==> config.mk <==
export PLATFORM = sky130hd
export DESIGN_NAME = mdr_bcd_display
export DESIGN_NICKNAME = d
export VERILOG_FILES = /design/src/rtl/mdr_bcd_display.sv
export SDC_FILE = /design/constraint.sdc
export NUM_CORES = 1
export LEC_CHECK = 0
export ABC_CLOCK_PERIOD_IN_PS = 2900
export BUFFER_PORTS_ARGS = -buffer_cell sky130_fd_sc_hd__buf_2
export CORE_ASPECT_RATIO = 1.25
export CORE_UTILIZATION = 50
export DETAILED_ROUTE_END_ITERATION = 12
export PLACE_DENSITY = 0.7
export SKIP_CTS_REPAIR_TIMING = 1
export SYNTH_ARGS = -nofsm -noshare
export SYNTH_HDL_FRONTEND = slang
export SYNTH_SLANG_ARGS = --single-unit
==> constraint.sdc <==
create_clock -name clk -period 2.9 [get_ports clk]
set_input_delay 0.58 -clock clk [delete_from_list [all_inputs] [get_ports clk]]
set_output_delay 0.58 -clock clk [all_outputs]
set_load 0.005 [all_outputs]
==> src/rtl/mdr_bcd_display.sv <==
// mdr_bcd_display: signed MDR result to BCD via sequential double-dabble, driving 7-segment digits
package mdr_bcd_pkg;
    typedef enum logic [6:0] {
        ZERO  = 7'b1000000, ONE  = 7'b1111001, TWO   = 7'b0100100, TREE  = 7'b0110000,
        FOUR  = 7'b0011001, FIVE = 7'b0010010, SIX   = 7'b0000010, SEVEN = 7'b1111000,
        EIGHT = 7'b0000000, NINE = 7'b0010000, OFF   = 7'b1111111, SIGN  = 7'b0111111
    } sgmnt_e;
endpackage

module mdr_bcd_display
    import mdr_bcd_pkg::*;
#(
    parameter int W_DATA = 16,
    parameter int N_DIG  = 5
) (
    input  logic                 clk,
    input  logic                 rst_n,
    input  logic                 start_i,
    input  logic                 clear_i,
    input  logic [W_DATA-1:0]    data_i,
    output logic                 busy_o,
    output logic                 ready_o,
    output logic                 neg_o,
    output logic [4*N_DIG-1:0]   bcd_o,
    output logic [7*N_DIG-1:0]   seg_o,
    output logic [6:0]           seg_sign_o
);
    typedef enum logic [1:0] {IDLE, PROCESING, READY, CLEAR} state_e;
    localparam int CW = $clog2(W_DATA + 1);
    localparam logic [CW-1:0] LAST = CW'(W_DATA - 1);
    localparam logic [7*N_DIG-1:0] SEG_RST = {{(N_DIG-1){OFF}}, ZERO};
    state_e               state;
    logic                 sign;
    logic [W_DATA-1:0]    mag;
    logic [4*N_DIG-1:0]   scratch, adj, nxt;
    logic [CW-1:0]        cnt;
    logic [7*N_DIG-1:0]   nxt_seg;
    logic                 blank;
    function automatic logic [6:0] enc(input logic [3:0] d);
        case (d)
            4'd0: enc = ZERO;
            4'd1: enc = ONE;
            4'd2: enc = TWO;
            4'd3: enc = TREE;
            4'd4: enc = FOUR;
            4'd5: enc = FIVE;
            4'd6: enc = SIX;
            4'd7: enc = SEVEN;
            4'd8: enc = EIGHT;
            4'd9: enc = NINE;
            default: enc = OFF;
        endcase
    endfunction
    // nxt is the scratch after this cycle's add-3/shift; on the last shift it is the final BCD
    always_comb begin
        adj = scratch;
        nxt_seg = SEG_RST;
        blank = 1'b1;
        for (int i = 0; i < N_DIG; i++)
            adj[4*i+:4] = scratch[4*i+:4] >= 4'd5 ? scratch[4*i+:4] + 4'd3 : scratch[4*i+:4];
        nxt = {adj[4*N_DIG-2:0], mag[W_DATA-1]};
        for (int i = N_DIG - 1; i > 0; i--) begin
            blank = blank && nxt[4*i+:4] == 4'd0;
            nxt_seg[7*i+:7] = blank ? OFF : enc(nxt[4*i+:4]);
        end
        nxt_seg[6:0] = enc(nxt[3:0]);
    end
    always_ff @(posedge clk) begin
        if (!rst_n) begin
            state      <= IDLE;
            sign       <= 1'b0;
            mag        <= '0;
            scratch    <= '0;
            cnt        <= '0;
            busy_o     <= 1'b0;
            ready_o    <= 1'b0;
            neg_o      <= 1'b0;
            bcd_o      <= '0;
            seg_o      <= SEG_RST;
            seg_sign_o <= OFF;
        end else begin
            ready_o <= 1'b0;
            if (state == CLEAR) begin
                neg_o      <= 1'b0;
                bcd_o      <= '0;
                seg_o      <= SEG_RST;
                seg_sign_o <= OFF;
            end
            if (clear_i) begin
                state  <= CLEAR;
                busy_o <= 1'b0;
            end else if (state == IDLE && start_i) begin
                state   <= PROCESING;
                busy_o  <= 1'b1;
                sign    <= data_i[W_DATA-1];
                mag     <= data_i[W_DATA-1] ? ~data_i + 1'b1 : data_i;
                scratch <= '0;
                cnt     <= '0;
            end else if (state == PROCESING) begin
                scratch <= nxt;
                mag     <= {mag[W_DATA-2:0], 1'b0};
                cnt     <= cnt + 1'b1;
                if (cnt == LAST) begin
                    state      <= READY;
                    busy_o     <= 1'b0;
                    ready_o    <= 1'b1;
                    neg_o      <= sign;
                    bcd_o      <= nxt;
                    seg_o      <= nxt_seg;
                    seg_sign_o <= sign ? SIGN : OFF;
                end
            end else if (state != IDLE) begin
                state <= IDLE;
            end
        end
    end
endmodule

==> results.cfg, run 1 <==
[pwr]
p_per_area_nw_per_um2 = 441
power_mw = 2.98
pwr-share-seq_pct = 50.9
combPwrFrac_pct = 5.6
clkPwrFrac_pct = 43.4
power_switching_mw = 0.697
ir_drop_mv = 0.240
p_leak_nw = 2.51
intPower_mw = 2.28
switching_share_pct = 23.4

[synth]
synth-simple-area-share_pct = 24.7
synth-async-reset-ratio_pct = 0
yosys_warnings = 0
synth_top_family_by_area = simple AND/OR/NAND/NOR gates
netlist_area_um2 = 5900
synth.area.mux_share_pct = 1.08
synth_xor_area_share_pct = 4.16
syn_inst = 753
synth-compound-area-share_pct = 24.3
synth-seq-cells = 109
ys.flop_type = dfxtp_1
synth_fa_ha_area_share_pct = 3.99
synth.distinct_cells = 59
synth_seq_area_share_pct = 37.0
syn_nets = 791
synth_edf_count = 0
avgSynthCellArea_um2 = 7.83

[critical_path]
reg2reg_depth = 10
critPathRequiredTime_ns = 3.18
arrival_ns = 3.02
endpoint_kind = flop
crit_fanout = 7
start_kind = flop
crit_type = reg2reg

[sta]
slew_viol_final = 0
relSlewSlack_pct = 25.0
finalClockSkew_ns = 0.00844
finalSetupTns_ns = 0
rsz0062_at_grt = false
setup_slack_ns = 0.160
fin_crit_ns = 2.74
setup_viol = 0
period_share_pct = 94.5
timing.fmax_ghz = 0.365
hold_violations = 0
worst_pin_slew_ns = 1.13

[floorplanning]
ios = 85
start_util_pct = 51.0
dieArea_um2 = 12200
die_h_um = 123
core_area_um2 = 11600
die_w_um = 99.1
num_rows = 44

[cts]
numCtsBuffers = 9
cts_tree = built
clkSinkCount = 109
cts_root_buffer = clkbuf_16
htree_num_levels = 3
clock_latency_ns = 0.35
clk_pin_slew_ns = 0.07
clk_path_buf_depth = 2

[route]
drt_iter0_markers = 311
avgViaCountPerCell = 5.91
drc_errors = 0
detail-route-antenna-nets = 0
detail_route.first_pass.iterations = 5
wl_per_cell_um = 16.2
wl_mm = 15.5
via_count = 5657

[finish]
final_common_cell = dfxtp_1
multi_input_area_um2 = 3450
mostFrequentLayoutCells = 109 x dfxtp_1, 84 x buf_2, 80 x nand2_1, 70 x o21ai_0, 56 x nor2_1
antenna_cells = 0
seq_area_um2 = 2180
fill_cells = 1081
drive_above_1_share_pct = 16.3
fin_nets = 853
area_delta_synth_final_pct = 14.7

[place]
pre_cts_ws_ns = 0.0936
dp_hpwl_mm = 10.8
portBuffers = 84
place_congestion = 0.871

[outcome]
outcome = complete, no violations

[hold_path]
holdCritPathClass = reg2reg
holdPathStages = 1

[global_route]
gr-total-overflow = 0
antenna_found_initial = 0
grt_max_degree = 51
grt_pass1_wl_mm = 24.9
grt_usage_pct = 25.3
first_global_vias = 5228

[flow_run]
cap_violations = 0
==> synthesized netlist by cell type (8+ instances only) <==
cell type	n	area [µm²]
dfxtp_1	109	2180
nor2_1	58	218
xnor2_1	21	184
a211oi_1	11	82.6
nand2b_1	13	81.3
a22oi_1	11	82.6
and2_1	23	144
a21oi_1	33	165
nand3_1	54	270
o211ai_1	8	60.1
inv_1	22	82.6
or3_1	14	87.6
ha_1	18	225
nor2b_1	9	56.3
nand2_1	80	300
o21ai_0	72	360
a21boi_0	24	180
clkbuf_1	50	188
nor3_1	26	130
==> final timing paths <==
check                           start                  endpoint  slack (ns)
max          scratch[16]$_SDFFE_PN0P_      seg_o[10]$_SDFF_PN1_        0.16
min          seg_sign_o[3]$_SDFF_PN1_  seg_sign_o[3]$_SDFF_PN1_        0.45
max reg2reg  scratch[16]$_SDFFE_PN0P_      seg_o[10]$_SDFF_PN1_        0.16
min reg2reg  seg_sign_o[3]$_SDFF_PN1_  seg_sign_o[3]$_SDFF_PN1_        0.45
==> metrics by stage <==
| stage | instances | hold slack (ns) | area (µm²) | utilization, % |
|---|---|---|---|---|
| after floorplan | 753 | 0.441 | 5900 | - |
| final | 958 | 0.446 | 6760 | 58.5 |
| after global routing | 958 | 0.477 | 6760 | 58.5 |
| after detailed placement | 941 | 0.426 | 6430 | 55.6 |
| after CTS | 957 | 0.450 | 6740 | 58.3 |
| after global placement | 941 | 0.424 | 6430 | 55.6 |
==> worst max-delay path, cell delays in order (launching register included) <==
cell and delay [ns]:
dfxtp_1 0.47, inv_1 0.08, ha_1 0.24, or3b_2 0.20
o2111ai_1 0.23, a2111oi_4 0.57, nand4_4 0.22, nor4b_4 0.26
buf_4 0.19, a211oi_1 0.05, o22ai_1 0.15
==> power groups by stage <==
stage	Clock [mW]	Sequential (mW)	Combinational, mW
after global routing	1.36	1.52	0.186
after detailed placement	0	1.55	0.168
after global placement	0	1.55	0.164
after CTS	1.31	1.52	0.168
final	1.29	1.52	0.168
after floorplan	0	1.55	0.114
==> layer usage <==
metal / global-route usage (%) / vias up / wire (µm)
met1: 30.6 / 2620 / 6730
met2: 44.9 / 187 / 7530
met3: 3.05 / 41 / 780
met5: 0 / - / 0
li1: - / 2809 / -
met4: 12.1 / 0 / 464
==> registers in the layout (all words and copies together), names as in the netlist <==
signal      flops
bcd_o          20
busy_o          1
cnt             5
mag            16
neg_o           1
ready_o         1
scratch        20
seg_o          35
seg_sign_o      7
sign            1
state           2
==> logic make-up (layout without fill, tap and decap cells) <==
logic type,count (synthesis),count (layout)
AO/OA/AOI/OAI,220,220
XOR/XNOR,28,28
adder cells (fa/ha/maj),19,19
flip-flops,109,109
AND/OR/NAND/NOR,297,297
buffers and inverters,74,141
multiplexers,6,6
==> layout make-up <==
type | instances | area share [%]
flip-flops and latches | 109 | 32.3
multi-input cells | 570 | 51.0
inverters | 22 | 1.22
repair buffers | 103 | 8.32
clock inverters | 5 | 0.869
clock buffers | 11 | 3.74
well taps | 138 | 2.55
Power figures use the tool's default switching activity.
==> run 2, diff against run 1 <==
--- a/config.mk
+++ b/config.mk
@@ -10,5 +10,5 @@
 export CORE_ASPECT_RATIO = 1.25
-export CORE_UTILIZATION = 50
+export CORE_UTILIZATION = 45
 export DETAILED_ROUTE_END_ITERATION = 12
-export PLACE_DENSITY = 0.7
+export PLACE_DENSITY = 0.64
 export SKIP_CTS_REPAIR_TIMING = 1
==> constraint.sdc (replaced) <==
create_clock -name clk -period 2.9 [get_ports clk]
set_input_delay 0.145 -clock clk [delete_from_list [all_inputs] [get_ports clk]]
set_output_delay 0.145 -clock clk [all_outputs]
set_load 0.005 [all_outputs]
==> run 2 against run 1 <==
  * Sequential power barely moved
  * Design area is 0.17% higher
  * Non-clock buffer count is the same
  * First-iteration DRC count down 6.1%
  * Register-to-register slack better by 0.04 ns
  * Sequential cell count did not move
  * Sequential share of layout area decreased by 0.054 points
  * Via count shrank 0.51%
  * Core utilization fell by 5.2 points
  * Critical path type unchanged
  * Largest cell class unchanged
  * Largest power group unchanged
==> results.cfg, run 2 (same netlist as run 1, synthesis figures left out) <==
[outcome]
outcome = complete, no violations

[floorplanning]
core_area_um2 = 12700
die_w_um = 104
num_rows = 46
ios = 85
dieArea_um2 = 13600
start_util_pct = 46.4
die_h_um = 130

[hold_path]
holdCritPathClass = in2reg

[place]
place_congestion = 0.840
portBuffers = 84
dp_hpwl_mm = 11.0
placed_cells = 971

[critical_path]
endpoint_kind = flop
rrSetupSlack_ns = 0.20
critPathRequiredTime_ns = 3.12
arrival_ns = 2.92
start_kind = flop
crit_fanout = 9
crit_type = reg2reg

[pwr]
p_leak_nw = 2.51
ir_drop_mv = 0.285
p_per_area_nw_per_um2 = 430

[sta]
finalSetupTns_ns = 0
hold_violations = 0
fin_crit_ns = 2.70
relSlewSlack_pct = 27.1
period_share_pct = 93.1
finalClockSkew_ns = 0.00699
slew_viol_final = 0
worst_pin_slew_ns = 1.09
rsz0062_at_grt = false
timing.fmax_ghz = 0.370
setup_viol = 0

[route]
drc_errors = 0
detail-route-antenna-nets = 0
wl_per_cell_um = 16.0
drt_iter0_markers = 292
via_count = 5628
avgViaCountPerCell = 5.70
wl_mm = 15.8
detail_route.first_pass.iterations = 7

[finish]
final_cells = 988
antenna_cells = 0
fin_nets = 853
area_delta_synth_final_pct = 14.9
drive_above_1_share_pct = 16.0
mostFrequentLayoutCells = 109 x dfxtp_1, 84 x buf_2, 80 x nand2_1, 71 x o21ai_0, 56 x nor2_1
final_common_cell = dfxtp_1
regMostFlops = seg_o
fill_cells = 1235
reg_top3 = seg_o: 35 flops, bcd_o: 20 flops, scratch: 20 flops
largest_reg_flops = 35

[global_route]
grt_pass1_wl_mm = 25.8
grt_max_degree = 57
antenna_found_initial = 0
grt_usage_pct = 23.8
gr-total-overflow = 0
first_global_vias = 5291

[cts]
cts_tree = built
cts_root_buffer = clkbuf_16
clk_path_buf_depth = 2
numCtsBuffers = 9
htree_num_levels = 3
clock_latency_ns = 0.35
clk_pin_slew_ns = 0.07
clkSinkCount = 109

[flow_run]
cap_violations = 0
-- run 2: layer usage --
metal | GRT usage [%] | wire [µm] | up-vias
met3 | 3.75 | 695 | 15
met2 | 42.5 | 7880 | 144
met4 | 8.99 | 228 | 0
met1 | 28.9 | 7040 | 2662
li1 | - | - | 2807
met5 | 0 | 0 | -
-- run 2: path summary, 6_finish.rpt --
path / startpoint / endpoint / cells after the start
worst max-delay path: scratch[4]$_SDFFE_PN0P_ / seg_o[7]$_SDFF_PN1_ / 10
worst min-delay path: data_i[9] / mag[9]$_SDFFE_PN0P_ / 4
worst max register to register: scratch[4]$_SDFFE_PN0P_ / seg_o[7]$_SDFF_PN1_ / 10
worst min register to register: seg_sign_o[4]$_SDFF_PN1_ / seg_sign_o[4]$_SDFF_PN1_ / 1
-- run 2: through the flow --
stage | util [%] | instance area [µm²] | hold slack, ns | setup WS (ns) | power, mW
global placement | 50.9 | 6470 | 0.426 | 0.213 | 1.72
finish | 53.3 | 6780 | 0.105 | 0.199 | 2.91
global route | 53.3 | 6780 | 0.120 | 0.00451 | 3.02
detailed placement | 50.9 | 6470 | 0.425 | 0.126 | 1.73
floorplan | - | 5900 | 0.290 | 0.436 | 1.67
CTS | 53.1 | 6760 | 0.0979 | 0.100 | 2.94
-- run 2: cell type report --
type                            instances  area, µm²  share of cell area (%)
Tap cell                              168        210                    3.10
Multi-Input combinational cell        570       3450                    51.0
Sequential cell                       109       2180                    32.2
Clock buffer                           12        236                    3.49
Clock inverter                          4       48.8                   0.720
Timing Repair Buffer                  103        563                    8.31
Inverter                               22       82.6                    1.22
-- run 2: critical path, stage by stage (launching register included) --
cell and delay [ns]:
dfxtp_1 0.44, inv_1 0.18, ha_1 0.33, nor2b_1 0.18
or3_1 0.32, nand3_1 0.13, or3_1 0.22, nor4b_4 0.07
buf_4 0.16, a2111oi_0 0.43, o21ai_1 0.11
-- run 2: where the power goes --
group          switching (mW)  internal, mW  leakage (nW)
registers             0.00946          1.51         0.881
clock network           0.552         0.670         0.141
logic                   0.112        0.0590          1.49
==> run 3, diff against run 2 <==
Settings changed: ABC_CLOCK_PERIOD_IN_PS 2900 to 2300, CAP_MARGIN set to 20, PLACE_DENSITY 0.64 to 0.65.
Clock period 2.9 ns to 2.3 ns, I/O delays scaled along.
==> run 3 against run 2 <==
  * The flow now finishes with violations (setup timing)
  * Clock skew shrank 0.0028 ns
  * Sequential share of layout area is 2.1 points lower
  * Largest power group unchanged
  * First-iteration DRC count down 1.0%
  * Maximum frequency rose by 12%
  * Die area unchanged
  * Core utilization rose by 3.8 points
  * Setup slack got worse by 0.31 ns
  * Clock power rose by 43%
  * Critical path type unchanged
  * Critical endpoint is now seg_o[10]$_SDFF_PN1_
  * Register-to-register slack lost 0.31 ns
==> results.cfg, run 3 (same netlist as run 1, synthesis figures left out) <==
[outcome]
outcome = finished with violations
failed_checks = setup timing

[sta]
timing.fmax_ghz = 0.415
finalClockSkew_ns = 0.00420
setup_slack_ns = -0.111
period_share_pct = 105
hold_violations = 0
relSlewSlack_pct = 38.6
rsz0062_at_grt = true
slew_viol_final = 0
setup_viol = 9
fin_crit_ns = 2.41
holdWs_ns = 0.0622
worst_pin_slew_ns = 0.918

[pwr]
p_leak_nw = 2.75
ir_drop_mv = 0.388
p_per_area_nw_per_um2 = 535

[floorplanning]
start_util_pct = 46.4
die_w_um = 104
core_area_um2 = 12700
ios = 85
die_h_um = 130
num_rows = 46
dieArea_um2 = 13600

[cts]
clk_pin_slew_ns = 0.07
htree_num_levels = 3
clkSinkCount = 109
clock_latency_ns = 0.35
cts_tree = built
numCtsBuffers = 9
clk_path_buf_depth = 2
cts_root_buffer = clkbuf_16

[hold_path]
holdPathStages = 3
min_to = mag[0]$_SDFFE_PN0P_
hp-start = data_i[0]
holdCritPathClass = in2reg

[critical_path]
reg2reg_depth = 10
r2r-end = seg_o[10]$_SDFF_PN1_
crit_type = reg2reg
start_kind = flop
critPathRequiredTime_ns = 2.58
rrSetupSlack_ns = -0.11
r2r_start = scratch[17]$_SDFFE_PN0P_
arrival_ns = 2.69
endpoint_kind = flop
crit_fanout = 8

[route]
detail_route.first_pass.iterations = 5
via_count = 5730
drc_errors = 0
detail-route-antenna-nets = 0
avgViaCountPerCell = 5.58
wl_mm = 16.0
wl_per_cell_um = 15.5
drt_iter0_markers = 289

[finish]
reg_top3 = seg_o: 35 flops, bcd_o: 20 flops, scratch: 20 flops
antenna_cells = 0
final_cells = 1027
fill_cells = 1166
largest_reg_flops = 35
multi_input_area_um2 = 3580
mostFrequentLayoutCells = 105 x dfxtp_1, 84 x buf_2, 80 x nand2_1, 65 x o21ai_0, 58 x buf_4
final_common_cell = dfxtp_1
fin_nets = 893
area_delta_synth_final_pct = 23.1
regMostFlops = seg_o
drive_above_1_share_pct = 23.3
seq_area_um2 = 2190

[global_route]
grt_usage_pct = 23.8
gr-total-overflow = 0
grt_max_degree = 56
grt_pass1_wl_mm = 26.0
antenna_found_initial = 1
first_global_vias = 5352

[place]
dp_hpwl_mm = 11.5
placed_cells = 1010
place_congestion = 0.878
portBuffers = 84

[flow_run]
cap_violations = 0
run 3: power by group:
group          leakage [nW]  internal (mW)  switching (mW)
Clock                 0.156           1.06           0.687
Combinational          1.71         0.0774           0.140
Sequential            0.883           1.90          0.0127
Total                  2.75           3.04           0.840
run 3: worst max path at each step:
stage                                        start                   end  slack [ns]  cells past startpoint
after detailed placement  scratch[17]$_SDFFE_PN0P_  seg_o[10]$_SDFF_PN1_       -0.13                     10
after global placement    scratch[17]$_SDFFE_PN0P_  seg_o[10]$_SDFF_PN1_       -0.11                     10
final                     scratch[17]$_SDFFE_PN0P_  seg_o[10]$_SDFF_PN1_       -0.11                     10
after floorplan           scratch[17]$_SDFFE_PN0P_  seg_o[10]$_SDFF_PN1_       -0.06                      9
after CTS                 scratch[16]$_SDFFE_PN0P_  seg_o[10]$_SDFF_PN1_       -0.16                     10
after global routing      scratch[17]$_SDFFE_PN0P_   seg_o[7]$_SDFF_PN1_       -0.21                     10
run 3: critical path: stages (launching register included):
cell and delay (ns):
dfxtp_2 0.35, inv_4 0.05, ha_4 0.15, nand2b_4 0.13, a2111o_1 0.41, a2111oi_4 0.44
nand4_4 0.20, nor4b_4 0.25, buf_6 0.16, a2111oi_0 0.07, o22ai_1 0.11
run 3: layout make-up:
cell class                 instances  share of cell area [%]
multi-input combinational        570                    49.3
sequential                       109                    30.1
clock inverter                     4                    1.34
tap                              168                    2.90
timing repair buffer             143                    11.9
inverter                          22                    1.17
clock buffer                      11                    3.21
run 3: through the flow:
stage	utilization (%)	instance area (µm²)	power, mW	setup slack (ns)	TNS (ns)
after floorplan	-	5930	2.10	-0.0634	-0.259
after global placement	53.4	6800	2.17	-0.108	-0.587
after detailed placement	53.4	6800	2.18	-0.132	-0.957
after CTS	56.0	7130	3.91	-0.155	-1.28
after global routing	57.1	7260	4.01	-0.206	-2.02
final	57.1	7260	3.88	-0.111	-0.654
run 3: metal layers:
layer	global-route usage (%)	part of all wire [%]	vias up
li1	-	-	2884
met1	29.4	43	2679
met2	41.9	50	142
met3	4.00	4.6	23
met4	8.40	1.8	2
met5	0	0.063	-
